File: config.mk
export PLATFORM = sky130hd
export DESIGN_NAME = setting_bank
export DESIGN_NICKNAME = d
export VERILOG_FILES = /design/src/rtl/setting_pkg.sv /design/src/rtl/setting_clamp.sv /design/src/rtl/setting_bank.sv
export SDC_FILE = /design/constraint.sdc
export NUM_CORES = 1
export LEC_CHECK = 0
export ABC_AREA = 1
export BUFFER_PORTS_ARGS = -buffer_cell sky130_fd_sc_hd__buf_2
export CORE_ASPECT_RATIO = 1.25
export CORE_MARGIN = 3
export CORE_UTILIZATION = 52
export CTS_CLUSTER_DIAMETER = 80
export CTS_CLUSTER_SIZE = 30
export DETAILED_ROUTE_END_ITERATION = 8
export GPL_ROUTABILITY_DRIVEN = 1
export PLACE_DENSITY = 0.89
export RECOVER_POWER = 100
export SLEW_MARGIN = 5
export SYNTH_ARGS = -nofsm -noshare
export SYNTH_HDL_FRONTEND = slang
export SYNTH_SLANG_ARGS = --single-unit
export TNS_END_PERCENT = 5
File: constraint.sdc
create_clock -name clk -period 3.4 [get_ports clk]
set_input_delay 0.51 -clock clk [delete_from_list [all_inputs] [get_ports clk]]
set_output_delay 0.51 -clock clk [all_outputs]
set_load 0.02 [all_outputs]
File: src/rtl/setting_pkg.sv
// Shared FSM encoding, default geometry and reset/limit tables for the settings bank.
// Declarations only: no latency, no flow control.
package setting_pkg;

  typedef enum logic [1:0] {
    ST_IDLE   = 2'd0,
    ST_EDIT   = 2'd1,
    ST_COMMIT = 2'd2
  } state_t;

  localparam int N_FIELD_DEF = 6;
  localparam int DATA_W_DEF  = 8;

  localparam int PLAYER_COUNT   = 0;
  localparam int QUESTION_COUNT = 1;
  localparam int ANSWER_TIME    = 2;
  localparam int WIN_SCORE      = 3;
  localparam int SUCCESS_SCORE  = 4;
  localparam int FAIL_SCORE     = 5;

  // Field 0 sits in the least significant byte.
  localparam logic [47:0] DEFAULTS_DEF = {8'd1, 8'd1, 8'd3, 8'd10, 8'd5, 8'd2};
  localparam logic [47:0] MINS_DEF     = {8'd0, 8'd0, 8'd1, 8'd1, 8'd1, 8'd2};
  localparam logic [47:0] MAXS_DEF     = {8'd15, 8'd15, 8'd99, 8'd99, 8'd15, 8'd4};

endpackage

File: src/rtl/setting_clamp.sv
// Saturates a candidate setting into [min, max] and flags when it had to.
// Purely combinational; no flow control.
module setting_clamp
  import setting_pkg::*;
#(
  parameter int DATA_W = DATA_W_DEF
) (
  input  logic [DATA_W-1:0] value,
  input  logic [DATA_W-1:0] min,
  input  logic [DATA_W-1:0] max,
  output logic [DATA_W-1:0] out,
  output logic              clamped_flag
);

  always_comb begin
    out          = value;
    clamped_flag = 1'b0;
    if (value < min) begin
      out          = min;
      clamped_flag = 1'b1;
    end else if (value > max) begin
      out          = max;
      clamped_flag = 1'b1;
    end
  end

endmodule

File: src/rtl/setting_bank.sv
// Switch/button driven editor for a bank of clamped game settings.
// Write lands on the edge that sees the confirm rise; inputs are levels, no backpressure.
module setting_bank
  import setting_pkg::*;
#(
  parameter int                        N_FIELD  = N_FIELD_DEF,
  parameter int                        DATA_W   = DATA_W_DEF,
  parameter logic [N_FIELD*DATA_W-1:0] DEFAULTS = DEFAULTS_DEF,
  parameter logic [N_FIELD*DATA_W-1:0] MINS     = MINS_DEF,
  parameter logic [N_FIELD*DATA_W-1:0] MAXS     = MAXS_DEF
) (
  input  logic                        clk,
  input  logic                        rst,
  input  logic [23:0]                 sw,
  input  logic [4:0]                  bt,
  input  logic                        view,
  input  logic                        lock,
  output logic [N_FIELD*DATA_W-1:0]   fields,
  output logic [1:0]                  state,
  output logic [2:0]                  edit_idx,
  output logic                        commit,
  output logic                        clamped
);

  state_t            cur, nxt;
  logic [1:0]        bt_q;
  logic              confirm_rise, cancel_rise;
  logic              any_sel, sel_held, abort, do_write;
  logic [2:0]        first_idx, idx_nxt;
  logic [DATA_W-1:0] min_sel, max_sel, clamp_val;
  logic              clamp_flag;
  logic              unused_in;

  assign unused_in    = ^{sw, bt[4:2]};
  assign confirm_rise = bt[0] & ~bt_q[0];
  assign cancel_rise  = bt[1] & ~bt_q[1];
  assign sel_held     = sw[5'd22 - {2'b00, edit_idx}];
  assign state        = cur;

  // Walk from the highest index down so the lowest selected field wins.
  always_comb begin
    any_sel   = 1'b0;
    first_idx = '0;
    for (int i = N_FIELD - 1; i >= 0; i--) begin
      if (sw[22-i]) begin
        any_sel   = 1'b1;
        first_idx = 3'(i);
      end
    end
  end

  always_comb begin
    min_sel = '0;
    max_sel = '0;
    for (int i = 0; i < N_FIELD; i++) begin
      if (edit_idx == 3'(i)) begin
        min_sel = MINS[i*DATA_W +: DATA_W];
        max_sel = MAXS[i*DATA_W +: DATA_W];
      end
    end
  end

  setting_clamp #(.DATA_W(DATA_W)) u_clamp (
    .value        (sw[DATA_W-1:0]),
    .min          (min_sel),
    .max          (max_sel),
    .out          (clamp_val),
    .clamped_flag (clamp_flag)
  );

  always_comb begin
    nxt      = cur;
    idx_nxt  = edit_idx;
    do_write = 1'b0;
    abort    = ~sel_held | cancel_rise | view | lock;
    case (cur)
      ST_IDLE: begin
        if (!view && !lock && any_sel) begin
          nxt     = ST_EDIT;
          idx_nxt = first_idx;
        end
      end
      ST_EDIT: begin
        // Any abort condition overrides a simultaneous confirm.
        if (abort) begin
          nxt     = ST_IDLE;
          idx_nxt = '0;
        end else if (confirm_rise) begin
          nxt      = ST_COMMIT;
          do_write = 1'b1;
        end
      end
      default: begin
        nxt     = ST_IDLE;
        idx_nxt = '0;
      end
    endcase
  end

  always_ff @(posedge clk or negedge rst) begin
    if (!rst) cur <= ST_IDLE;
    else      cur <= nxt;
  end

  always_ff @(posedge clk or negedge rst) begin
    if (!rst) begin
      edit_idx <= '0;
      bt_q     <= '0;
      commit   <= 1'b0;
      clamped  <= 1'b0;
      fields   <= DEFAULTS;
    end else begin
      edit_idx <= idx_nxt;
      bt_q     <= bt[1:0];
      commit   <= do_write;
      clamped  <= do_write & clamp_flag;
      for (int i = 0; i < N_FIELD; i++) begin
        if (do_write && edit_idx == 3'(i)) fields[i*DATA_W +: DATA_W] <= clamp_val;
      end
    end
  end

endmodule

# Word level (Yosys, flattened, before mapping)
# Cells that the tools add are included.
[classes]
n_reduce_logical = 14
n_eq_ne = 9
add_sub_neg = 1
order_cmp = 3
mux = 40
bitwise = 9
[ops]
columns = ["cell", "count"]
rows = [
  ["$mux 8", 12],
  ["$mux 3", 9],
  ["$mux 1", 12],
  ["$gt 8x8->1", 1],
  ["$logic_and 1x1->1", 8],
  ["$lt 8x8->1", 1],
  ["$mux 2", 4],
  ["$eq 3x2->1 const B", 2],
  ["$eq 3x3->1 const B", 2],
  ["$lt 5x6->1 const B", 1],
  ["$pmux 3 s2", 1],
  ["$bmux 1 s5", 1],
  ["$sub 5x3->5 const A", 1],
  ["$ne 2x2->1 const B", 2],
  ["$pmux 2 s2", 1],
  ["$reduce_and 2->1", 2],
  ["$and 1x1->1", 3],
  ["$eq 3x1->1 const B", 1],
  ["$logic_not 3->1", 1],
  ["$ne 3x3->1 const B", 1],
  ["$not 1->1", 3],
  ["$or 1x1->1", 3],
  ["$eq 2x1->1 const B", 1],
  ["$logic_not 1->1", 2],
  ["$logic_not 2->1", 1],
]
[totals]
inputBits = 33
output_inout_bits = 55
word_cells = 87
register_bits = 57

# Longest topological paths before layout
[depth]
depth_word = 11
mapped_depth = 21

# Cells and area by module
# A second synthesis with hierarchy kept.
[unflattened]
hier_cells = 487
hier_area_um2 = 3666.0
[modules_own_cells]
columns = ["module", "area_per_inst_um2", "seq_area_each_um2", "cells_each", "n_inst"]
rows = [
  ["setting_bank", 2996.6, 1437.6, 372, 1],
  ["setting_clamp", 669.4, 0.0, 115, 1],
]

# Least setup slack after synthesis
# OpenSTA, ideal clock, no wires.
[synth_path]
kind = "reg-to-reg"
startpoint = "register edit_idx[0]"
endpoint = "register fields[3]"
n_path_buf = 1
period_less_slack_ns = 2.715
slack_ns = 0.685
setup_time_ns = 0.066
t_arrival_ns = 2.648
stages_incl_launch_ff = 21
cell_sequence = "dfrtp_1 inv_2 buf_6 ha_1 nand2_1 clkinv_1 nor2_1 nor2_1 inv_1 ha_1 nand2_1 inv_1 nand2_1 nand2_1 nand2_1 nand2_1 nand2_1 nor2_1 nor2_1 nand4_1 nand2_1"
[synth_between]
elab_chain_cells = 10
word_cells_on_any_way = 32
[synth_rtl]
columns = ["element", "line", "rtl"]
rows = [
  ["start: declaration", "setting_bank.sv:20", "output logic [2:0] edit_idx,"],
  ["start signal: assignment", "setting_bank.sv:113", "edit_idx <= idx_nxt;"],
  ["$sub 5x3->5 / $logic_not 3->1 (equally long branches)", "setting_bank.sv:37, setting_bank.sv:56, setting_bank.sv:118", ""],
  ["$bmux 1 s5 / $mux 3 (equally long branches)", "setting_bank.sv:37, setting_bank.sv:56", ""],
  ["$mux 1 (implied by the code) / $mux 8 (equally long branches)", "setting_bank.sv:37, setting_bank.sv:56", ""],
  ["$not 1->1 / $mux 8 (equally long branches)", "setting_bank.sv:75, setting_bank.sv:56", ""],
  ["$or 1x1->1 / $mux 8 (equally long branches) (3 in series)", "setting_bank.sv:75, setting_bank.sv:56", ""],
  ["$mux 1 / $gt 8x8->1 (equally long branches)", "setting_bank.sv:85, setting_clamp.sv:21", ""],
  ["$mux 1 / $mux 8 (equally long branches)", "setting_bank.sv:76, setting_clamp.sv:21", ""],
  ["$logic_and 1x1->1 / $mux 8 (equally long branches)", "setting_bank.sv:118, setting_clamp.sv:18", ""],
  ["end signal: indexed assignment", "setting_bank.sv:118", "if (do_write && edit_idx == 3'(i)) fields[i*DATA_W +: DATA_W] <= clamp_val;"],
  ["end: declaration", "setting_bank.sv:18", "output logic [N_FIELD*DATA_W-1:0] fields,"],
]
# Parallel ways exist; a longest one is shown, timed or not. The select of a mux whose other input is x is not followed.
# A chain may end at the register's enable or synchronous reset.

# Worst setup path in the final report
[layout_path]
startpoint = "register edit_idx[0]"
endpoint = "register fields[24]"
[layout_between]
elab_chain_cells = 10
word_cells_on_any_way = 32
[layout_rtl]
columns = ["element", "line"]
rows = [
  ["$sub 5x3->5 / $logic_not 3->1 (equally long branches)", "setting_bank.sv:37, setting_bank.sv:56"],
  ["$bmux 1 s5 / $mux 3 (equally long branches)", "setting_bank.sv:37, setting_bank.sv:56"],
  ["$mux 1 (implied by the code) / $mux 8 (equally long branches)", "setting_bank.sv:37, setting_bank.sv:56"],
  ["$not 1->1 / $mux 8 (equally long branches)", "setting_bank.sv:75, setting_bank.sv:56"],
  ["$or 1x1->1 / $mux 8 (equally long branches) (3 in series)", "setting_bank.sv:75, setting_bank.sv:56"],
  ["$mux 1 / $gt 8x8->1 (equally long branches)", "setting_bank.sv:85, setting_clamp.sv:21"],
  ["$mux 1 / $mux 8 (equally long branches)", "setting_bank.sv:76, setting_clamp.sv:21"],
  ["$logic_and 1x1->1 / $mux 8 (equally long branches)", "setting_bank.sv:118, setting_clamp.sv:18"],
]
# Parallel ways exist; a longest one is shown, timed or not. The select of a mux whose other input is x is not followed.

==> results.py <==
metrics = {
    "global_route": {
        "antenna_found_initial": 0,
        "grt_usage": 0.235,
        "grt_pass1_wl_mm": 12.9,
        "grt_pass1_vias": 2924,
        "grt_max_degree": 34,
        "grt-ovfl-total": 0,
    },
    "setup_path": {
        "path_max_fanout": 15,
        "r2r_start": "edit_idx[0]",
        "required_ps": 3680,
        "slowest_stage": "dfrtp_1",
        "r2r-end": "fields[24]",
        "cp-start-kind": "register",
        "crit_chain": "inv_2 -> ha_1 -> nand2_1 -> clkinv_1 -> nor2_1 -> nor2_1 -> inv_1 -> ha_1 -> nand2_1 -> inv_1 -> nand2_1 -> nand2_1 -> nand2_1 -> a21oi_1 -> nand2_1 -> nand3_1 -> nand4_1 -> nand2_1",
        "endpoint_kind": "register",
        "path_common_cell": "nand2_1",
        "regToRegSetupSlack_ps": 400,
        "arrival_ps": 3280,
        "critical-path-max-stage-delay_ps": 380,
        "criticalPathCategory": "reg2reg",
        "rr_worst_depth": 18,
    },
    "clock_tree": {
        "clock_sink_count": 57,
        "clk_pin_slew_ps": 60,
        "root_buffer": "clkbuf_8",
        "clockBufferDepth": 2,
        "h-tree-depth": 3,
        "worstSkewPairLatency_ps": 340,
        "cts_hold_repair.buffers": 0,
        "cts_setup_buffers": 0,
        "cts_buffers": 9,
        "tritoncts": "built",
    },
    "die": {
        "die_w_um": 75.8,
        "rows": 31,
        "die_h_um": 93.2,
        "dieArea_sq_um": 7060,
        "initial_core_util": 0.540,
        "core_sq_um": 5860,
        "ios": 88,
    },
    "run": {
        "max_cap_violations": 1,
    },
    "drt": {
        "drtIter0Drc": 226,
        "wl_mm": 7.77,
        "wl_per_cell_um": 13.0,
        "drtAntennaViolNets": 0,
        "vias_per_cell": 5.21,
        "drcViolationCount": 0,
        "vias": 3112,
        "dr.pass1.iters": 5,
    },
    "yosys": {
        "yosys_warnings": 0,
        "synth.avg_cell_area_sq_um": 7.55,
        "synth_cell_types": 22,
        "yosys-top-cells-area": "dfrtp_1 (38%), nand2_1 (19%), nand4_1 (8.7%), dfstp_2 (7.5%), inv_1 (6.2%)",
        "syn_area_sq_um": 3160,
        "synth_area_leader_cell": "dfrtp_1",
        "syn-num-nets": 465,
        "yosysTopAreaCellShare": 0.380,
        "netlist_instances": 419,
        "ys_seq_area_frac": 0.454,
        "ys_ff_latch": 57,
    },
    "timing": {
        "setup_violations": 0,
        "fin_skew_ps": 7.01,
        "finalMaxSlewViolations": 33,
        "period_needed_ps": 3000,
        "finalHoldViolCount": 0,
        "whs_ps": 293,
        "slew_headroom": -0.0550,
        "fmax_mhz": 333,
        "period_share": 0.884,
        "worstMarginPinSlew_ps": 1580,
        "rsz0062_at_grt": "no",
        "setup_tns_ps": 0,
    },
    "power": {
        "power.density_nw_per_um2": 637,
        "vdd_drop_max_uv": 349,
        "p_leak_uw": 0.00217,
    },
    "worst_hold_path": {
        "hold_class": "in2reg",
        "holdPathEnd": "bt_q[1]",
        "holdCritStartpoint": "bt[1]",
        "hold_path_depth": 1,
    },
    "finish": {
        "drive_gt1_frac": 0.124,
        "finish.utilization": 0.646,
        "antennaDiodeCount": 0,
        "final_nets": 556,
        "area_growth_syn_to_layout_pct": 19.5,
    },
    "run_status": {
        "violations": "capacitance limit, slew limit",
        "status": "finished, violations left",
    },
    "placement": {
        "dp_hpwl_mm": 5.64,
        "port_buffers": 84,
        "gp_congestion": 0.851,
    },
}
## final cells by class
| type | count | area, sq um |
|---|---|---|
| Clock buffer | 14 | 173 |
| Clock inverter | 2 | 35.0 |
| Fill cell | 514 | 2070 |
| Inverter | 55 | 206 |
| Multi-Input combinational cell | 295 | 1420 |
| Sequential cell | 57 | 1440 |
| Tap cell | 82 | 103 |
| Timing Repair Buffer | 92 | 407 |
## worst max path at each step
stage / from / end
floorplan: edit_idx[0] / fields[3]
global placement: edit_idx[0] / fields[34]
detailed placement: edit_idx[0] / fields[10]
CTS: edit_idx[0] / fields[10]
global route: edit_idx[1] / fields[12]
finish: edit_idx[0] / fields[24]
## flip-flops by register name, summed over array words and instances, names as in the netlist
register	cells
edit_idx	3
commit	1
state	2
bt_q	2
fields	48
clamped	1
## stage by stage
stage | cells | total power (uW) | setup WS [ps] | instance area (sq um)
global route | 597 | 2590 | 76.5 | 3780
finish | 597 | 2410 | 396 | 3780
detailed placement | 581 | 1770 | 387 | 3650
global placement | 581 | 1740 | 482 | 3650
CTS | 597 | 2430 | 363 | 3860
floorplan | 419 | 1500 | 685 | 3160
## layer usage
| metal | part of all wire | vias up | wire, um | track usage |
|---|---|---|---|---|
| met3 | 0.061 | 17 | 475 | 0.0527 |
| met2 | 0.50 | 115 | 3920 | 0.392 |
| li1 | - | 1538 | - | - |
| met5 | 0 | - | 0 | 0 |
| met4 | 0.022 | 0 | 171 | 0.0977 |
| met1 | 0.41 | 1442 | 3210 | 0.285 |
## cell families (layout without fill, tap and decap cells)
group,after synthesis,count (layout),synth area share
AOI/OAI and AO/OA,15,15,0.0245
DFF,57,57,0.454
buffers and inverters,67,163,0.0949
and+or+nand+nor,267,267,0.375
adders and majority gates,13,13,0.0514
## cell usage in the layout, fill, tap and decap left out, drive strengths merged, types with 2 or more instances in the layout
| master | instances |
|---|---|
| nor4 | 2 |
| dfrtp | 48 |
| nor2 | 20 |
| nand2 | 161 |
| nor3 | 2 |
| dfstp | 9 |
| a21oi | 9 |
| nand3 | 37 |
| clkbuf | 71 |
| nand4 | 44 |
| buf | 35 |
| clkinv | 2 |
| inv | 54 |
| ha | 13 |
| o21ai | 5 |
## power by group
group	total, uW	switching [uW]	internal (uW)
logic	948	669	279
clock network	654	256	398
registers	809	50.7	758
## worst max-delay path, delay by kind of cell, from the launching register on
family / cells / cell delay [ps]
adder cells (fa/ha/maj): 2 / 510
flip-flops: 1 / 380
AND/OR/NAND/NOR: 11 / 1240
buffers and inverters: 4 / 520
AO/OA/AOI/OAI: 1 / 290
## what timing repair did
action | in CTS | in global routing
endpoints found under the setup margin | 0 | 2
resized for setup | 0 | 2
hold endpoints to repair | 0 | 0
## synthesized netlist by cell type (all sizes together)
cell type	n
o21ai	5
clkbuf	4
inv	54
buf	8
nand4	44
nor2	20
ha	13
a21oi	9
clkinv	1
dfstp	9
nand2	161
nor3	2
dfrtp	48
nor4	2
or2	1
nand3	37
o21bai	1
(Power assumes the default switching activity.)
